### src/rtl/dsp_pkg.sv
// Shared DSP defaults: sample/accumulator widths and the accumulate-and-dump state encoding.
package dsp_pkg;

  localparam int IN_WIDTH_DEF  = 16;
  localparam int ACC_WIDTH_DEF = 32;
  localparam int DECIM_W_DEF   = 8;

  typedef enum logic {
    ST_IDLE  = 1'b0,
    ST_ACCUM = 1'b1
  } dump_state_e;

endpackage

### src/rtl/accum_dump_decimator.sv
// Accumulate-and-dump decimator: sums N signed samples and presents each sum behind a
// one-entry valid/ready holding register with a sticky overrun flag.
module accum_dump_decimator
  import dsp_pkg::*;
#(
  parameter int IN_WIDTH  = IN_WIDTH_DEF,
  parameter int ACC_WIDTH = ACC_WIDTH_DEF,
  parameter int DECIM_W   = DECIM_W_DEF
) (
  input  logic                 clk,
  input  logic                 rst_n,
  input  logic                 clear,
  input  logic [DECIM_W-1:0]   decim_n,
  input  logic                 in_valid,
  input  logic [IN_WIDTH-1:0]  in_data,
  output logic                 out_valid,
  input  logic                 out_ready,
  output logic [ACC_WIDTH-1:0] out_data,
  output logic                 overrun
);

  dump_state_e          state_q, state_d;
  logic [DECIM_W-1:0]   cnt_q, cnt_d;
  logic [DECIM_W-1:0]   n_lat_q, n_lat_d;
  logic [ACC_WIDTH-1:0] acc_q, acc_d;
  logic [ACC_WIDTH-1:0] out_data_q, out_data_d;
  logic                 out_valid_q, out_valid_d;
  logic                 overrun_q, overrun_d;

  logic [DECIM_W-1:0]   n_eff;
  logic [ACC_WIDTH-1:0] sext;
  logic [ACC_WIDTH-1:0] dump_val;
  logic                 dump;

  assign n_eff = (decim_n == '0) ? DECIM_W'(1) : decim_n;
  assign sext  = ACC_WIDTH'($signed(in_data));

  always_comb begin
    state_d     = state_q;
    cnt_d       = cnt_q;
    n_lat_d     = n_lat_q;
    acc_d       = acc_q;
    out_data_d  = out_data_q;
    out_valid_d = out_valid_q;
    overrun_d   = overrun_q;
    dump        = 1'b0;
    dump_val    = acc_q + sext;

    unique case (state_q)
      ST_IDLE: begin
        // A new period starts from the sample alone; any stale acc is not summed in.
        dump_val = sext;
        if (in_valid) begin
          n_lat_d = n_eff;
          acc_d   = sext;
          if (n_eff == DECIM_W'(1)) begin
            dump  = 1'b1;
            cnt_d = '0;
          end else begin
            cnt_d   = DECIM_W'(1);
            state_d = ST_ACCUM;
          end
        end
      end
      ST_ACCUM: begin
        if (in_valid) begin
          acc_d = acc_q + sext;
          cnt_d = cnt_q + DECIM_W'(1);
          if (cnt_q == n_lat_q - DECIM_W'(1)) begin
            dump    = 1'b1;
            cnt_d   = '0;
            state_d = ST_IDLE;
          end
        end
      end
      default: state_d = ST_IDLE;
    endcase

    if (dump) begin
      out_data_d  = dump_val;
      out_valid_d = 1'b1;
      if (out_valid_q && !out_ready) overrun_d = 1'b1;
    end else if (out_valid_q && out_ready) begin
      out_valid_d = 1'b0;
    end

    // Flush wins over everything computed above; held output data and n_lat are kept.
    if (clear) begin
      state_d     = ST_IDLE;
      cnt_d       = '0;
      acc_d       = '0;
      n_lat_d     = n_lat_q;
      out_data_d  = out_data_q;
      out_valid_d = 1'b0;
      overrun_d   = 1'b0;
    end
  end

  always_ff @(posedge clk or negedge rst_n) begin
    if (!rst_n) begin
      state_q     <= ST_IDLE;
      cnt_q       <= '0;
      n_lat_q     <= DECIM_W'(1);
      acc_q       <= '0;
      out_data_q  <= '0;
      out_valid_q <= 1'b0;
      overrun_q   <= 1'b0;
    end else begin
      state_q     <= state_d;
      cnt_q       <= cnt_d;
      n_lat_q     <= n_lat_d;
      acc_q       <= acc_d;
      out_data_q  <= out_data_d;
      out_valid_q <= out_valid_d;
      overrun_q   <= overrun_d;
    end
  end

  assign out_valid = out_valid_q;
  assign out_data  = out_data_q;
  assign overrun   = overrun_q;

endmodule

### config.mk
export PLATFORM = sky130hd
export DESIGN_NAME = accum_dump_decimator
export DESIGN_NICKNAME = d
export VERILOG_FILES = /design/src/rtl/dsp_pkg.sv /design/src/rtl/accum_dump_decimator.sv
export SDC_FILE = /design/constraint.sdc
export NUM_CORES = 1
export LEC_CHECK = 0
export ABC_CLOCK_PERIOD_IN_PS = 5600
export CORE_ASPECT_RATIO = 1.75
export CORE_MARGIN = 3
export CORE_UTILIZATION = 62
export CTS_CLUSTER_SIZE = 10
export DETAILED_ROUTE_END_ITERATION = 16
export PLACE_DENSITY = 0.87
export SYNTH_ARGS = -nofsm -noshare
export SYNTH_HDL_FRONTEND = slang
export SYNTH_SLANG_ARGS = --single-unit
### constraint.sdc
create_clock -name clk -period 5.6 [get_ports clk]
set_clock_uncertainty 0.1 [all_clocks]
set_input_delay 1.68 -clock clk [delete_from_list [all_inputs] [get_ports clk]]
set_output_delay 1.68 -clock clk [all_outputs]
set_load 0.05 [all_outputs]
==> reports/qor.csv, run 1 <==
metric;value;unit
fmaxAchievable;211;MHz
drc;0;
rsz0062_at_grt;no;
numCtsBuffers;9;
cp.arrival;4860;ps
p_comb_frac;0.349;
netlist_top_cells_count;nor2_1 (94), dfrtp_1 (82), a21oi_1 (65);
antenna_found_initial;0;
vias;4902;
p_int;0.00141;W
grt_pass1_vias;5109;
design.portCount;63;
ant_nets;0;
final_util;0.771;
rows;44;
core;8480;µm²
dieArea;10100;µm²
synth_cells;615;
drv_cap;0;
diodes;0;
fin_nets;730;
period_share;0.846;
maxSlewViolCount;0;
nFillCells;623;
clock_path_buffers;2;
area_growth;18.9;%
drive_gt1_frac;0.0729;
grt_max_degree;84;
layout_setup_ws;863;ps
ir_worst_vdd;0.000221;V
ys_async_sr_fraction;1.00;
switching_share;0.354;
hpwlAfterDp;10.5;mm
grt.overflow.total;0;
setup_viol;0;
clk_pin_slew;60;ps
critPathRequiredTime;5720;ps
cts.sinks;83;
final-seq-area;2080;µm²
dp_slack;580;ps
cts_tree;done;
maxSlewHeadroom;0.293;
post_cts_buffers;0;
crit_type;input port to register;
dieWidth;77.2;µm
post-place-cells;771;
wire_per_inst;18.7;µm
ys_warn_count;0;
grt_pass1_wl;24.4;mm
drt_wl_total;14.7;mm
status;complete, no violations;
multi_input_area;3230;µm²
avgSynthCellArea;8.94;µm²
cts_root_buf;clkbuf_16;
drtIter0Drc;313;
tns;0;ps
period_minus_slack;4740;ps
gr-usage-all-layers;0.305;
synth_cell_types;69;
yosys.area.top_type;dfrtp_1;
synth.most_common_cell;nor2_1;
gp_congestion;0.915;
synthesis.nets;678;
port_buffers;62;
ys_seq_area_frac;0.378;
layout.cells.non_filler;787;
start_util;0.648;
synth_top_flop_cell;dfrtp_1;
cts_max_level;3;
critPathCaptureType;register;
synth_edf_count;0;
synth_top_area_share;0.373;
synthTopCellsByArea;dfrtp_1 (37%), ha_1 (7.5%), nor2_1 (6.4%), a21oi_1 (5.9%), a211oi_1 (3.7%);
clkLatencyLatePin;340;ps
hold_ws;400;ps
vias_per_cell;6.23;
hold_path_class;register to register;
cts_resized;0;
dr.pass1.iters;5;
fp.dieH;131;µm
power.density;335;nW/µm²
cp_max_fo;21;
p_sw;0.000775;W
start_kind;input port;
p_leak;2.98;nW
seq_power_share;0.336;
clkPwrFrac;0.315;
max_slew.worst_pin.slew;1060;ps
syn_area;5500;µm²
hold_buffers;0;
final_hold_viol_count;0;
ys_ff_latch;83;
-- registers in the layout, summed over array words and instances, names as in the netlist --
name and cells:
out_valid 1, overrun 1, cnt_q 8, n_lat_q 8, state_q 1, out_data 32
acc_q 32
-- placed cells by master (no fill, tap or decap), types with 19 or more instances in the layout --
cell type and count:
a21oi_1 65, ha_1 33, dfrtp_1 82, o21ai_0 27
a211oi_1 27, clkdlybuf4s50_1 60, xor2_1 19, nand2_1 31
nor2_1 94
-- routing by layer --
metal	up-vias	wire length, µm	global-route usage
li1	2341	-	-
met1	2335	5620	0.330
met2	178	8000	0.576
met3	48	555	0.0425
met4	0	564	0.157
met5	-	0	0
-- stage by stage --
| stage | total power (W) | instance area, µm² |
|---|---|---|
| floorplan | 0.00126 | 5500 |
| global placement | 0.00148 | 6190 |
| detailed placement | 0.00150 | 6190 |
| CTS | 0.00220 | 6540 |
| global route | 0.00229 | 6540 |
| finish | 0.00219 | 6540 |
-- kinds of logic (layout without fill, tap and decap cells) --
kind of cell / Yosys count / count (layout) / synth area share
buffers and inverters: 46 / 103 / 0.0339
AND/OR/NAND/NOR: 196 / 196 / 0.167
AO/OA/AOI/OAI: 191 / 191 / 0.229
XOR/XNOR: 38 / 38 / 0.0619
flip-flops: 83 / 83 / 0.378
adder cells (fa/ha/maj): 34 / 34 / 0.0788
multiplexers: 27 / 27 / 0.0512
-- layout make-up --
class	count	area share
flip-flops and latches	83	0.318
clock inverters	6	0.0170
multi-input cells	486	0.494
inverters	18	0.0103
repair buffers	69	0.102
clock buffers	10	0.0366
well taps	115	0.0220
-- critical path, cell delays in order --
cell	delay, ps
clkdlybuf4s50_1	530
buf_4	290
ha_1	330
a21o_1	190
a21oi_1	280
o21ai_1	170
a221o_1	360
nor2_1	120
o41ai_2	100
a221oi_2	310
xnor2_1	130
a311o_1	350
-- power groups by stage --
stage	sequential [W]	combinational, W	clock [W]
after detailed placement	0.000745	0.000758	0
after CTS	0.000736	0.000765	0.000697
after floorplan	0.000899	0.000366	0
after global routing	0.000745	0.000826	0.000722
final	0.000736	0.000764	0.000689
after global placement	0.000740	0.000744	0
-- path summary, 6_finish.rpt --
| kind | start | end | slack, ps | cells past startpoint |
|---|---|---|---|---|
| max | in_data[15] | out_data[30]$_DFFE_PN0P_ | 860 | 12 |
| min | overrun$_DFFE_PN0P_ | overrun$_DFFE_PN0P_ | 400 | 2 |
| max reg2reg | n_lat_q[0]$_DFFE_PN1P_ | out_data[2]$_DFFE_PN0P_ | 2230 | 9 |
| min reg2reg | overrun$_DFFE_PN0P_ | overrun$_DFFE_PN0P_ | 400 | 2 |
| max in group asynchronous | rst_n | acc_q[6]$_DFFE_PN0P_ | 3310 | 1 |
| min in group asynchronous | rst_n | out_data[27]$_DFFE_PN0P_ | 1400 | 1 |
No activity file was read; power rests on OpenSTA's default activity.
==> run 2: changes to the inputs <==
--- a/config.mk
+++ b/config.mk
@@ -5,13 +5,13 @@
 export SDC_FILE = /design/constraint.sdc
 export NUM_CORES = 1
 export LEC_CHECK = 0
-export ABC_CLOCK_PERIOD_IN_PS = 5600
+export ABC_CLOCK_PERIOD_IN_PS = 4800
 export CORE_ASPECT_RATIO = 1.75
 export CORE_MARGIN = 3
-export CORE_UTILIZATION = 62
+export CORE_UTILIZATION = 57
 export CTS_CLUSTER_SIZE = 10
 export DETAILED_ROUTE_END_ITERATION = 16
-export PLACE_DENSITY = 0.87
+export PLACE_DENSITY = 0.81
 export SYNTH_ARGS = -nofsm -noshare
 export SYNTH_HDL_FRONTEND = slang
 export SYNTH_SLANG_ARGS = --single-unit
==> constraint.sdc (replaced) <==
create_clock -name clk -period 4.8 [get_ports clk]
set_clock_uncertainty 0.1 [all_clocks]
set_input_delay 1.44 -clock clk [delete_from_list [all_inputs] [get_ports clk]]
set_output_delay 1.44 -clock clk [all_outputs]
set_load 0.05 [all_outputs]
==> run 2 against run 1 <==
Compared with the run above:
- critical path depth fell by 2
- non-clock buffer count rose by 10
- power rose by 15%
- critical endpoint is now out_data[31]$_DFFE_PN0P_
- sequential cell count did not move
- design area rose by 0.96%
- highest routed layer unchanged
- final cell count rose by 1.8%
- combinational power rose by 16%
- clock power rose by 13%
- largest power group unchanged
- global-route usage fell by 3.3 points
- via count fell by 0.90%
- count of clock-buffer cells in the layout did not move
- sequential share of layout area fell by 0.30 points
==> reports/qor.csv, run 2 (synthesis gave the netlist of run 1 again) <==
metric;value;unit;change
nFillCells;739;;+19%
cts_tree;done;;
dr.pass1.iters;5;;unchanged
gr-usage-all-layers;0.272;;-0.0332
drtIter0Drc;240;;-23%
grt_max_degree;62;;-26%
status;complete, no violations;;
grt.overflow.total;0;;unchanged
drc;0;;unchanged
dieWidth;80.2;µm;+4.0%
cts_resized;0;;unchanged
max_slew.worst_pin.slew;849;ps;-210 ps
maxSlewViolCount;0;;unchanged
post_cts_buffers;0;;unchanged
numCtsBuffers;9;;unchanged
drt_wl_total;14.2;mm;-3.6%
start_util;0.597;;-0.0514
hpwlAfterDp;10.5;mm;+0.19%
layout_setup_ws;326;ps;-537 ps
final_cell_mix;nor2_1 (94), dfrtp_1 (82), a21oi_1 (65);;
drv_cap;0;;unchanged
core;9210;µm²;+8.6%
vias;4858;;-0.90%
cts_max_level;3;;unchanged
critPathCaptureType;register;;
critPathRequiredTime;4910;ps;-810 ps
hold_path_class;register to register;;
ant_nets;0;;unchanged
wire_per_inst;17.7;µm;-5.2%
setup_viol;0;;unchanged
grt_pass1_wl;23.5;mm;-3.4%
fmaxAchievable;223;MHz;
grt_pass1_vias;5093;;-0.31%
cts.sinks;83;;unchanged
clkLatencyLatePin;340;ps;about the same
tns;0;ps;unchanged
power.density;383;nW/µm²;+14%
drive_gt1_frac;0.0837;;+0.0108
ir_worst_vdd;0.000297;V;+34%
period_share;0.932;;
layout_commonest_cell;nor2_1;;
fp.dieH;136;µm;+4.1%
dp_slack;43.1;ps;-537 ps
final_hold_viol_count;0;;unchanged
antenna_found_initial;0;;unchanged
period_minus_slack;4470;ps;
gp_congestion;0.934;;+2.1%
start_kind;input port;;
cts_root_buf;clkbuf_16;;
cp.arrival;4580;ps;-280 ps
clock_path_buffers;2;;unchanged
vias_per_cell;6.06;;-2.6%
design.portCount;63;;unchanged
hold_buffers;0;;unchanged
rsz0062_at_grt;no;;
diodes;0;;unchanged
crit_type;input port to register;;
cp_max_fo;11;;-48%
p_leak;3.02;nW;+1.3%
clk_pin_slew;60;ps;about the same
maxSlewHeadroom;0.434;;+0.141
rows;46;;+4.5%
area_growth;20.1;%;
port_buffers;62;;unchanged
dieArea;10900;µm²;+8.2%
fin_nets;740;;+1.4%
[run 2: path summary, 6_finish.rpt]
path | start | end | slack (ps) | cells past startpoint
min in group asynchronous | rst_n | out_data[24]$_DFFE_PN0P_ | 1060 | 1
max in group asynchronous | rst_n | out_data[2]$_DFFE_PN0P_ | 2680 | 2
setup / recovery | in_data[15] | out_data[31]$_DFFE_PN0P_ | 330 | 10
hold / removal | out_data[2]$_DFFE_PN0P_ | out_data[2]$_DFFE_PN0P_ | 410 | 1
setup reg to reg | acc_q[14]$_DFFE_PN0P_ | out_data[31]$_DFFE_PN0P_ | 1550 | 10
hold reg to reg | out_data[2]$_DFFE_PN0P_ | out_data[2]$_DFFE_PN0P_ | 410 | 1
[run 2: cell type report]
| class | count | area [µm²] | share of cell area |
|---|---|---|---|
| clock inverters | 5 | 103 | 0.0155 |
| multi-input cells | 486 | 3230 | 0.490 |
| well taps | 120 | 150 | 0.0227 |
| flip-flops and latches | 83 | 2080 | 0.315 |
| clock buffers | 10 | 229 | 0.0347 |
| repair buffers | 79 | 741 | 0.112 |
| inverters | 18 | 67.6 | 0.0102 |
[run 2: metal layers]
layer / vias to the layer above / part of all wire / routed length, µm / track usage
met5: - / 0 / 0 / 0
met4: 0 / 0.033 / 470 / 0.122
met3: 33 / 0.026 / 372 / 0.0338
met2: 105 / 0.55 / 7790 / 0.499
met1: 2368 / 0.39 / 5580 / 0.307
li1: 2352 / - / - / -
[run 2: where the power goes]
| part | internal [W] | total (W) | switching [W] |
|---|---|---|---|
| clock network | 0.000505 | 0.000777 | 0.000272 |
| logic | 0.000341 | 0.000888 | 0.000547 |
| registers | 0.000793 | 0.000864 | 0.0000711 |
[run 2: stage by stage]
step,power (W),cell area [µm²],util,std cells,hold WS (ps)
floorplan,0.00147,5500,-,615,384
global placement,0.00174,6270,0.681,786,385
detailed placement,0.00176,6270,0.681,786,403
CTS,0.00254,6600,0.717,801,417
global route,0.00264,6600,0.717,801,454
finish,0.00253,6600,0.717,801,413
[run 2: critical path, stage by stage]
cell and delay, ps:
clkdlybuf4s50_1 740, ha_1 340, a211oi_1 390, o211ai_1 160, a21oi_1 360, o311a_1 290
o21bai_1 100, o21ai_0 280, o211ai_1 130, or3_1 340
